$ cat src/rtl/uart_tx_controller_if.sv
// rtl/uart_tx_controller_if.sv - byte handshake between a producer and the UART transmitter
//
// Purpose: carries one byte per accepted handshake into uart_tx_controller.
// Signals:
//   data_in   byte to transmit, valid while tx_valid is high
//   tx_valid  producer offers data_in
//   tx_ready  transmitter FIFO has room; a byte moves when tx_valid && tx_ready
// Modports:
//   master  producer side (drives data_in/tx_valid)
//   slave   transmitter side (drives tx_ready)
interface uart_tx_controller_if #(
  parameter int DATA_WIDTH = 8
);
  logic [DATA_WIDTH-1:0] data_in;
  logic                  tx_valid;
  logic                  tx_ready;

  modport master (
    output data_in,
    output tx_valid,
    input  tx_ready
  );

  modport slave (
    input  data_in,
    input  tx_valid,
    output tx_ready
  );
endinterface

$ cat src/rtl/uart_tx_controller.sv
// rtl/uart_tx_controller.sv - UART transmitter with a small input FIFO
//
// Purpose: buffers bytes from the handshake interface and serialises each as
// one start bit, DATA_WIDTH data bits LSB first and STOP_BITS stop bits, every
// bit lasting exactly CLKS_PER_BIT clocks. Frames run back to back while the
// FIFO holds data.
// Ports:
//   clk_16mhz       system clock, rising edge
//   rst             asynchronous active-high reset
//   tx              slave side of uart_tx_controller_if (data_in, tx_valid, tx_ready)
//   serial_out      registered UART line, idle high
//   tx_start_pulse  one cycle, registered, as a start bit begins
//   tx_done_pulse   one cycle, registered, as the last stop bit completes
//   tx_busy         FSM not in IDLE
//   fifo_count      occupied FIFO entries
module uart_tx_controller #(
  parameter int F_CLK        = 16000000,
  parameter int TX_BAUD_RATE = 115200,
  parameter int CLKS_PER_BIT = (F_CLK + TX_BAUD_RATE / 2) / TX_BAUD_RATE,
  parameter int DATA_WIDTH   = 8,
  parameter int STOP_BITS    = 1,
  parameter int FIFO_DEPTH   = 4
) (
  input  logic                             clk_16mhz,
  input  logic                             rst,
  uart_tx_controller_if.slave              tx,
  output logic                             serial_out,
  output logic                             tx_start_pulse,
  output logic                             tx_done_pulse,
  output logic                             tx_busy,
  output logic [$clog2(FIFO_DEPTH+1)-1:0]  fifo_count
);

  localparam int CNT_W  = $clog2(CLKS_PER_BIT);
  localparam int PTR_W  = $clog2(FIFO_DEPTH);
  localparam int FCNT_W = $clog2(FIFO_DEPTH + 1);
  localparam int BIT_W  = $clog2(DATA_WIDTH + 1);

  generate
    if (CLKS_PER_BIT < 2) begin : g_bad_clks_per_bit
      $error("CLKS_PER_BIT must be at least 2");
    end
    if (STOP_BITS != 1 && STOP_BITS != 2) begin : g_bad_stop_bits
      $error("STOP_BITS must be 1 or 2");
    end
    if (FIFO_DEPTH < 2 || (FIFO_DEPTH & (FIFO_DEPTH - 1)) != 0) begin : g_bad_fifo_depth
      $error("FIFO_DEPTH must be a power of two and at least 2");
    end
  endgenerate

  // ---------------------------------------------------------------- FIFO
  logic [DATA_WIDTH-1:0] mem [FIFO_DEPTH];
  logic [PTR_W-1:0]      wr_ptr;
  logic [PTR_W-1:0]      rd_ptr;
  logic                  push;
  logic                  pop;
  logic [DATA_WIDTH-1:0] head;

  assign tx.tx_ready = (fifo_count != FCNT_W'(FIFO_DEPTH));
  assign push        = tx.tx_valid && tx.tx_ready;
  assign head        = mem[rd_ptr];

  // Pointers wrap on their own width; the count is kept separately so that
  // full and empty stay distinguishable.
  always_ff @(posedge clk_16mhz or posedge rst) begin
    if (rst) begin
      wr_ptr     <= '0;
      rd_ptr     <= '0;
      fifo_count <= '0;
    end else begin
      if (push) wr_ptr <= wr_ptr + 1'b1;
      if (pop)  rd_ptr <= rd_ptr + 1'b1;
      if (push && !pop)      fifo_count <= fifo_count + 1'b1;
      else if (pop && !push) fifo_count <= fifo_count - 1'b1;
    end
  end

  always_ff @(posedge clk_16mhz) begin
    if (push) mem[wr_ptr] <= tx.data_in;
  end

  // ---------------------------------------------------------------- FSM
  typedef enum logic [1:0] {IDLE, START, DATA, STOP} state_t;

  state_t                state;
  state_t                state_next;
  logic [CNT_W-1:0]      baud_cnt;
  logic [CNT_W-1:0]      baud_cnt_next;
  logic [BIT_W-1:0]      bit_cnt;
  logic [BIT_W-1:0]      bit_cnt_next;
  logic [DATA_WIDTH-1:0] shift;
  logic [DATA_WIDTH-1:0] shift_next;
  logic                  serial_next;
  logic                  start_next;
  logic                  done_next;
  logic                  bit_end;

  assign bit_end = (baud_cnt == CNT_W'(CLKS_PER_BIT - 1));
  assign tx_busy = (state != IDLE);

  always_ff @(posedge clk_16mhz or posedge rst) begin
    if (rst) begin
      state          <= IDLE;
      baud_cnt       <= '0;
      bit_cnt        <= '0;
      shift          <= '0;
      serial_out     <= 1'b1;
      tx_start_pulse <= 1'b0;
      tx_done_pulse  <= 1'b0;
    end else begin
      state          <= state_next;
      baud_cnt       <= baud_cnt_next;
      bit_cnt        <= bit_cnt_next;
      shift          <= shift_next;
      serial_out     <= serial_next;
      tx_start_pulse <= start_next;
      tx_done_pulse  <= done_next;
    end
  end

  // All outputs are computed one edge ahead so the line and pulses come
  // straight out of flops.
  always_comb begin
    state_next    = state;
    baud_cnt_next = baud_cnt + 1'b1;
    bit_cnt_next  = bit_cnt;
    shift_next    = shift;
    serial_next   = serial_out;
    start_next    = 1'b0;
    done_next     = 1'b0;
    pop           = 1'b0;

    case (state)
      IDLE: begin
        serial_next   = 1'b1;
        baud_cnt_next = '0;
        bit_cnt_next  = '0;
        if (fifo_count != '0) begin
          pop         = 1'b1;
          shift_next  = head;
          state_next  = START;
          serial_next = 1'b0;
          start_next  = 1'b1;
        end
      end

      START: begin
        if (bit_end) begin
          state_next    = DATA;
          baud_cnt_next = '0;
          bit_cnt_next  = '0;
          serial_next   = shift[0];
        end
      end

      DATA: begin
        if (bit_end) begin
          baud_cnt_next = '0;
          if (bit_cnt == BIT_W'(DATA_WIDTH - 1)) begin
            state_next   = STOP;
            bit_cnt_next = '0;
            serial_next  = 1'b1;
          end else begin
            bit_cnt_next = bit_cnt + 1'b1;
            shift_next   = shift >> 1;
            serial_next  = shift_next[0];
          end
        end
      end

      STOP: begin
        if (bit_end) begin
          baud_cnt_next = '0;
          if (bit_cnt == BIT_W'(STOP_BITS - 1)) begin
            done_next    = 1'b1;
            bit_cnt_next = '0;
            // A waiting byte starts on the same edge: no idle gap between frames.
            if (fifo_count != '0) begin
              pop         = 1'b1;
              shift_next  = head;
              state_next  = START;
              serial_next = 1'b0;
              start_next  = 1'b1;
            end else begin
              state_next  = IDLE;
            end
          end else begin
            bit_cnt_next = bit_cnt + 1'b1;
          end
        end
      end

      default: state_next = IDLE;
    endcase
  end

endmodule

$ cat src/flat_wrapper.sv
// flat-port wrapper written by rule: the top's interface ports become plain ports
module uart_tx_controller_flat 
#(
  parameter int F_CLK        = 16000000,
  parameter int TX_BAUD_RATE = 115200,
  parameter int CLKS_PER_BIT = (F_CLK + TX_BAUD_RATE / 2) / TX_BAUD_RATE,
  parameter int DATA_WIDTH   = 8,
  parameter int STOP_BITS    = 1,
  parameter int FIFO_DEPTH   = 4
)
  (clk_16mhz, rst, serial_out, tx_start_pulse, tx_done_pulse, tx_busy, fifo_count, tx_data_in, tx_tx_valid, tx_tx_ready);
  uart_tx_controller_if #(.DATA_WIDTH(DATA_WIDTH)) tx_i ();
  input  logic clk_16mhz;
  input  logic rst;
  output logic serial_out;
  output logic tx_start_pulse;
  output logic tx_done_pulse;
  output logic tx_busy;
  output logic [$clog2(FIFO_DEPTH+1)-1:0] fifo_count;
  input wire logic [$bits(tx_i.data_in)-1:0] tx_data_in;
  input wire logic [$bits(tx_i.tx_valid)-1:0] tx_tx_valid;
  output wire logic [$bits(tx_i.tx_ready)-1:0] tx_tx_ready;
  assign tx_i.data_in = tx_data_in;
  assign tx_i.tx_valid = tx_tx_valid;
  assign tx_tx_ready = tx_i.tx_ready;
  uart_tx_controller #(.F_CLK(F_CLK), .TX_BAUD_RATE(TX_BAUD_RATE), .CLKS_PER_BIT(CLKS_PER_BIT), .DATA_WIDTH(DATA_WIDTH), .STOP_BITS(STOP_BITS), .FIFO_DEPTH(FIFO_DEPTH)) u_core (.clk_16mhz(clk_16mhz), .rst(rst), .tx(tx_i), .serial_out(serial_out), .tx_start_pulse(tx_start_pulse), .tx_done_pulse(tx_done_pulse), .tx_busy(tx_busy), .fifo_count(fifo_count));
endmodule
$ cat config.mk
export PLATFORM = sky130hd
export DESIGN_NAME = uart_tx_controller_flat
export DESIGN_NICKNAME = d
export VERILOG_FILES = /design/src/rtl/uart_tx_controller_if.sv /design/src/rtl/uart_tx_controller.sv /design/src/flat_wrapper.sv
export SDC_FILE = /design/constraint.sdc
export NUM_CORES = 1
export LEC_CHECK = 0
export BUFFER_PORTS_ARGS = -buffer_cell sky130_fd_sc_hd__buf_2
export CAP_MARGIN = 20
export CORE_MARGIN = 4
export CORE_UTILIZATION = 36
export CTS_CLUSTER_DIAMETER = 40
export DETAILED_ROUTE_END_ITERATION = 6
export GPL_TIMING_DRIVEN = 0
export PLACE_DENSITY = 0.52
export SYNTH_ARGS = -nofsm -noshare
export SYNTH_HDL_FRONTEND = slang
export SYNTH_SLANG_ARGS = --single-unit
$ cat constraint.sdc
create_clock -name clk_16mhz -period 2.6 [get_ports clk_16mhz]
set_input_delay 0.13 -clock clk_16mhz [delete_from_list [all_inputs] [get_ports clk_16mhz]]
set_output_delay 0.13 -clock clk_16mhz [all_outputs]
set_load 0.01 [all_outputs]
=== Word level (Yosys, flattened, before mapping) ===
Memories as Yosys holds them, arrays and structs flattened.
Index checks and enable logic that the tools add are counted.

* Memory bits (read-only): 0
* Bits of input ports: 11
* Memories kept: 1
* Latch bits: 0
* Register bits: 32
* Memory bits (writable): 32

* Multiply operators: 0
* Bitwise logic cells: 0
* Reduce and logical (&&, ||, !) cells: 16
* Multiplexer cells: 41
* Divide/modulo/power cells: 0
* Add/subtract/negate cells: 6
* Magnitude comparators: 0
* Shifts and indexed selects: 0
* Equality and inequality tests: 14

{| class="wikitable"
|+ Memories
! memory !! words !! bits a word !! read ports !! clocked after memory_dff !! write ports !! line !! text
|-
| u_core.mem || 4 || 8 || 1 || 0 || 1 || uart_tx_controller.sv:52 || <nowiki>logic [DATA_WIDTH-1:0] mem [FIFO_DEPTH];</nowiki>
|}

{| class="wikitable"
|+ Operators by type and width
! cell !! count
|-
| $mux 8 || 6
|-
| $pmux 8 s3 || 1
|-
| $mux 4 || 5
|-
| $mux 1 || 16
|-
| $pmux 4 s4 || 1
|-
| $pmux 8 s2 || 1
|-
| $ne 2x1->1 const B || 7
|-
| $mux 2 || 6
|-
| $reduce_and 5->1 || 2
|-
| $add 8x1->8 const B || 1
|-
| $eq 8x8->1 const B || 1
|-
| $pmux 2 s4 || 1
|-
| $mux 3 || 2
|-
| $reduce_and 6->1 || 1
|-
| $reduce_bool 3->1 || 2
|-
| $add 2x1->2 const B || 2
|-
| $add 4x1->4 const B || 1
|-
| $eq 2x2->1 const B || 2
|-
| $eq 4x3->1 const B || 1
|-
| $logic_not 4->1 || 1
|-
| $pmux 1 s4 || 1
|-
| $reduce_bool 2->1 || 2
|-
| $add 3x1->3 const B || 1
|-
| $logic_and 1x1->1 || 3
|-
| other kinds (9) || 10
|}

=== Longest topological paths before layout ===
* Word-level depth: 8
* Gate-level depth with buffers: 12

=== Least setup slack after synthesis ===
No wires, ideal clock.

* Path type: flip-flop to flip-flop
* From: register u_core.baud_cnt[0]
* To: register u_core.fifo_count[1]
* Stages on the path, launching flop included: 11
* Data arrival time: 2.248 ns
* Buffers on the path: 0
* Path slack: 0.227 ns
* Period minus slack after synthesis: 2.373 ns
* Cells stage by stage: dfrtp_1 inv_1 ha_1 and4b_2 a41oi_1 nor3_1 inv_1 ha_1 inv_1 fa_1 mux2_2

* Cells in the longest elaborated chain, start to end: 6

{| class="wikitable"
|+ Ends and longest elaborated chain
! item !! line !! text
|-
| start: declaration || uart_tx_controller.sv:87 || <nowiki>logic [CNT_W-1:0] baud_cnt;</nowiki>
|-
| start signal: assignment || uart_tx_controller.sv:112 || <nowiki>baud_cnt <= baud_cnt_next;</nowiki>
|-
| $eq 8x8->1 (*) || uart_tx_controller.sv:98 || <nowiki>assign bit_end = (baud_cnt == CNT_W'(CLKS_PER_BIT - 1));</nowiki>
|-
| $mux 1 (*) || uart_tx_controller.sv:172 || <nowiki>if (bit_end) begin</nowiki>
|-
| $pmux 1 s2 (*) || uart_tx_controller.sv:133 || <nowiki>case (state)</nowiki>
|-
| net u_core.pop || uart_tx_controller.sv:56 || <nowiki>logic pop;</nowiki>
|-
| $logic_not 1->1 || uart_tx_controller.sv:73 || <nowiki>if (push && !pop) fifo_count <= fifo_count + 1'b1;</nowiki>
|-
| $logic_and 1x1->1 || uart_tx_controller.sv:73 ||
|-
| $mux 3 or $reduce_bool 2->1 (tied branches) || -- ||
|-
| end signal: assignment || uart_tx_controller.sv:73 ||
|-
| end signal: assignment || uart_tx_controller.sv:74 || <nowiki>else if (pop && !push) fifo_count <= fifo_count - 1'b1;</nowiki>
|-
| end: declaration || uart_tx_controller.sv:31 || <nowiki>output logic [$clog2(FIFO_DEPTH+1)-1:0] fifo_count</nowiki>
|}

Mark *: on every way through the listed nets, which the timed path passes. The rest lies on a longest branch.
A chain may end at the register's enable or synchronous reset.

=== Final worst setup path ===
Ends and elaborated chain as after synthesis.

==> results by stage <==
Status:
- The run finished with clean final reports.

Final layout:
- The final-layout fill cell count is ~750.
- Leaving out fill and tap cells, the most frequent cells in the layout are edfxtp_1, dfrtp_1, nand2_1.
- The sequential cells in the finished layout cover a total of approximately 1800 um2.
- The layout net count is 284.
- The finished cells cover between 3000 and 4000 um2.
- In the final layout, the share of cells above drive strength 1 is 0.282.
- Compared with the post-synthesis result, the final layout area differs by 19.5%.
- Summing all multi-input logic gate instances after layout gives about 1200 um2.
- Leaving out fill and tap cells, the most frequent cell in the layout is edfxtp_1.
- The number of diodes is 0.

Floorplan:
- The area of the core region is 8220 um2.
- For this configuration, the core starts out at a cell density of 0.368.
- The number of top-level pins is 19.
- The floorplan step defined a die boundary enclosing slightly below 10000 um2.
- In this run the core area contains 33 standard-cell rows.
- The width of the die is 99.7 um.
- The die height is around 100 um.

Setup path:
- Counting stages on the worst path, the most repeated cell is inv_1.
- The number of buffers and inverters on the critical path is 3.
- The largest single stage delay on the critical path is 0.44 ns.
- The data required time of the worst path is roughly 2.8 ns.
- The setup path with the least slack is of type reg -> reg.
- The critical path goes through inv_1 -> ha_1 -> and4b_2 -> a41oi_4 -> nor3_4 -> inv_1 -> ha_1 -> inv_1 -> fa_1 -> mux2_2.
- The cell with the biggest individual delay on the critical path is dfrtp_2.
- The worst setup path is launched from a flop.
- The sort of element at the end of the critical path is a flop.
- At the worst endpoint, the arrival time is roughly 2.7 ns.
- In this design, the largest share of critical-path delay is due to adder cells.
- The largest fanout on the critical path is 6.

GRT:
- The total grt overflow is 0.
- The pin count of the biggest net entering global routing is 23.
- The initial antenna violation count was 0.
- The total track usage is 0.114.
- The first-pass GRT wire length is 8920 um.
- The number of global-route vias before repair is between 1500 and 2000.

STA:
- Dividing the final minimum period by the clock period gives 0.940.
- The slew at the pin closest to its max-slew limit is about 0.65 ns.
- The max-slew headroom at the worst pin is 0.567.
- Setup repair after global routing left no endpoint under its margin.
- Hold is met by 0.0162 ns.
- The maximum frequency from static timing analysis is ~410 MHz.
- The routed design could run at a clock period as short as between 2 and 2.5 ns.
- For the final database, setup skew stands at about 0.0058 ns.
- The number of pins exceeding their max-slew limit in the final report is 0.
- The total of endpoints with negative setup slack in the final report is 0.
- Setup total negative slack on the finished layout was measured at 0 ns.
- The final count of hold timing violations came to 0.

Power and ir drop:
- Summed over all cells, the static leakage comes to ~1.5 nW.
- The switching power is slightly below 700 uW.
- The share of total power dissipated in the clock network is 0.390.
- The part of the total power dissipated in sequential elements is 0.475.
- Across the VDD grid, the largest voltage drop is approximately 0.6 mV.
- The internal power component is between 2 and 2.5 mW.
- The combinational cell fraction of total power is 0.135.
- The design draws around 2.7 mW.
- The power density normalized to cell area is around 750 nW/um2.
- Of the total power, the share spent switching nets is 0.254.

Drt:
- The routed wire length on met2 is 2320 um.
- Before antenna repair, the detailed router went through 4 iterations.
- The remaining design rule violation count is 0.
- The highest metal layer carrying signal wires in the routed design is met4.
- Dividing the detail-routed via count by the number of cells gives roughly 4.7.
- The total length of routed met3 wires is 180 um.
- The number of vias after detailed routing is approximately 1700.
- For this block, the initial DRC count from the detailed router was 44.
- The number of routed nets with antenna violations is 0.
- The per-cell routed wire length is 14.0 um.
- The routed wire length is 5120 um.
- The sum of routed wire segments on met1 is between 2000 and 3000 um.

Synth:
- The fraction of the yosys area taken by sequential cells is 0.582.
- The share of flip-flops with an asynchronous set or reset after synthesis is 0.500.
- The number of nets produced by synthesis is 249.
- edfxtp_1 takes more of the synthesized area than any other cell.
- Counting flops with a built-in enable in the synthesized netlist gives 32.
- The portion of synthesized cell area occupied by the leading cell type is 0.317.
- After synthesis, the cell types taking the most area are edfxtp_1, dfrtp_1, ha_1, mux4_2, mux2_2.
- Among all flip-flop cells after synthesis, the most frequent one is edfxtp_1.
- During synthesis, Yosys emitted a total of 0 warnings.
- The number of standard cells after synthesis is 222.
- In this run the mean area of a mapped cell was 13.6 um2.
- The total of flip-flops plus latches after synthesis is 64.
- The number of distinct library cells after synthesis is between 40 and 50.
- The cell area that synthesis handed to floorplanning was just over 3000 um2.

Clocking:
- The buffer type at the clock tree root is clkbuf_8.
- TritonCTS built the clock tree.
- The clock passes through at most 2 buffers.
- The clock reaches the later pin of the worst-skew pair after roughly 0.34 ns.
- The clock-pin slew reported for the worst setup and hold paths after clock tree synthesis is approximately 0.070 ns.
- The number of H-tree levels is 3.
- The TritonCTS buffer count is 9.
- The clock net sink count is 64.
- The total setup buffers inserted after CTS is 0.

Placement:
- The weighted congestion reported at the end of routability-driven placement is between 0.7 and 0.8.
- Summing all placed instances gives a cell area of around 3300 um2.
- The post-DP HPWL is ~3600 um.
- The number of buffers added on ports is 18.

Flow run:
- The max-cap check violation count is 0.

Min path:
- The path type of the worst min-delay path is in -> reg.
-- synth_stat cells, types with 2 or more instances --
cell	number
nand3_1	6
a31o_2	2
xor2_1	9
a31oi_1	2
nand2_1	22
mux4_2	8
buf_6	2
mux2_2	9
a21oi_1	3
ha_1	15
xnor2_1	4
clkbuf_1	3
dfrtp_1	31
inv_1	15
edfxtp_1	32
nor2_1	12
nor4b_1	2
and3_1	7
o21ai_0	7
mux2i_1	4
-- timing repair --
| action | in CTS | in global routing |
|---|---|---|
| hold buffers | 5 | 0 |
| hold endpoints to repair | 26 | 0 |
| resized for setup | 2 | 5 |
| pin swaps | 0 | 0 |
| setup endpoints to repair | 2 | 2 |
-- registers in the layout, indices dropped and copies added, names as in the netlist --
| register | count |
|---|---|
| u_core.mem | 32 |
| u_core.baud_cnt | 8 |
| u_core.tx_done_pulse | 1 |
| u_core.wr_ptr | 2 |
| u_core.shift | 8 |
| u_core.bit_cnt | 4 |
| u_core.fifo_count | 3 |
| u_core.state | 2 |
| u_core.tx_start_pulse | 1 |
| u_core.serial_out | 1 |
| u_core.rd_ptr | 2 |
-- worst paths after layout --
check / from / endpoint / slack [ns] / cells after the start
min reg2reg: u_core.baud_cnt[0] / u_core.baud_cnt[0] / 0.51 / 1
max in group asynchronous: rst / u_core.serial_out / 1.67 / 4
min: tx_data_in[0] / u_core.mem[1][0] / 0.02 / 1
max reg2reg: u_core.baud_cnt[0] / u_core.fifo_count[1] / 0.16 / 10
min in group asynchronous: rst / u_core.baud_cnt[6] / 0.36 / 3
max: u_core.baud_cnt[0] / u_core.fifo_count[1] / 0.16 / 10
-- metal layers --
layer	track usage	up-vias
met5	0	-
met4	0.0536	0
met3	0.0231	7
met2	0.173	24
met1	0.156	846
li1	-	866
-- through the flow --
| stage | util | cells | worst slack (ns) |
|---|---|---|---|
| 2_1_floorplan | - | 222 | 0.227 |
| 3_3_place_gp | 0.395 | 345 | -0.0710 |
| 3_5_place_dp | 0.399 | 346 | -0.0895 |
| 4_1_cts | 0.437 | 367 | 0.0227 |
| 5_1_grt | 0.440 | 367 | 0.00842 |
| 6_report | 0.440 | 367 | 0.156 |
-- logic make-up (layout without fill, tap and decap cells) --
| group | Yosys count | count (layout) | synth area share |
|---|---|---|---|
| flops | 64 | 64 | 0.582 |
| simple gates | 64 | 64 | 0.114 |
| compound gates | 23 | 23 | 0.0595 |
| mux | 21 | 21 | 0.106 |
| buf+inv | 21 | 61 | 0.0314 |
| fa+ha+maj | 16 | 16 | 0.0686 |
| xor+xnor | 13 | 13 | 0.0376 |
-- worst register-to-register path, cell delays in order (launching register included) --
cell     delay (ns)
dfrtp_2        0.44
inv_1          0.07
ha_1           0.14
and4b_2        0.32
a41oi_4        0.16
nor3_4         0.19
inv_1          0.07
ha_1           0.22
inv_1          0.07
fa_1           0.39
mux2_2         0.26
-- power by group through the flow --
stage	clock network [mW]	logic, mW	registers (mW)
3_5_place_dp	0	0.371	1.31
6_report	1.06	0.367	1.29
5_1_grt	1.13	0.424	1.31
4_1_cts	1.09	0.376	1.29
2_1_floorplan	0	0.246	1.31
3_3_place_gp	0	0.359	1.31
-- area by class of cell --
| class | count | area share |
|---|---|---|
| clock inverters | 7 | 0.0346 |
| clock buffers | 9 | 0.0342 |
| well taps | 105 | 0.0363 |
| plain buffers | 6 | 0.0107 |
| repair buffers | 24 | 0.0464 |
| inverters | 15 | 0.0156 |
| flip-flops and latches | 64 | 0.488 |
| multi-input cells | 137 | 0.334 |
Note: power is estimated with default switching activity, not from simulation.
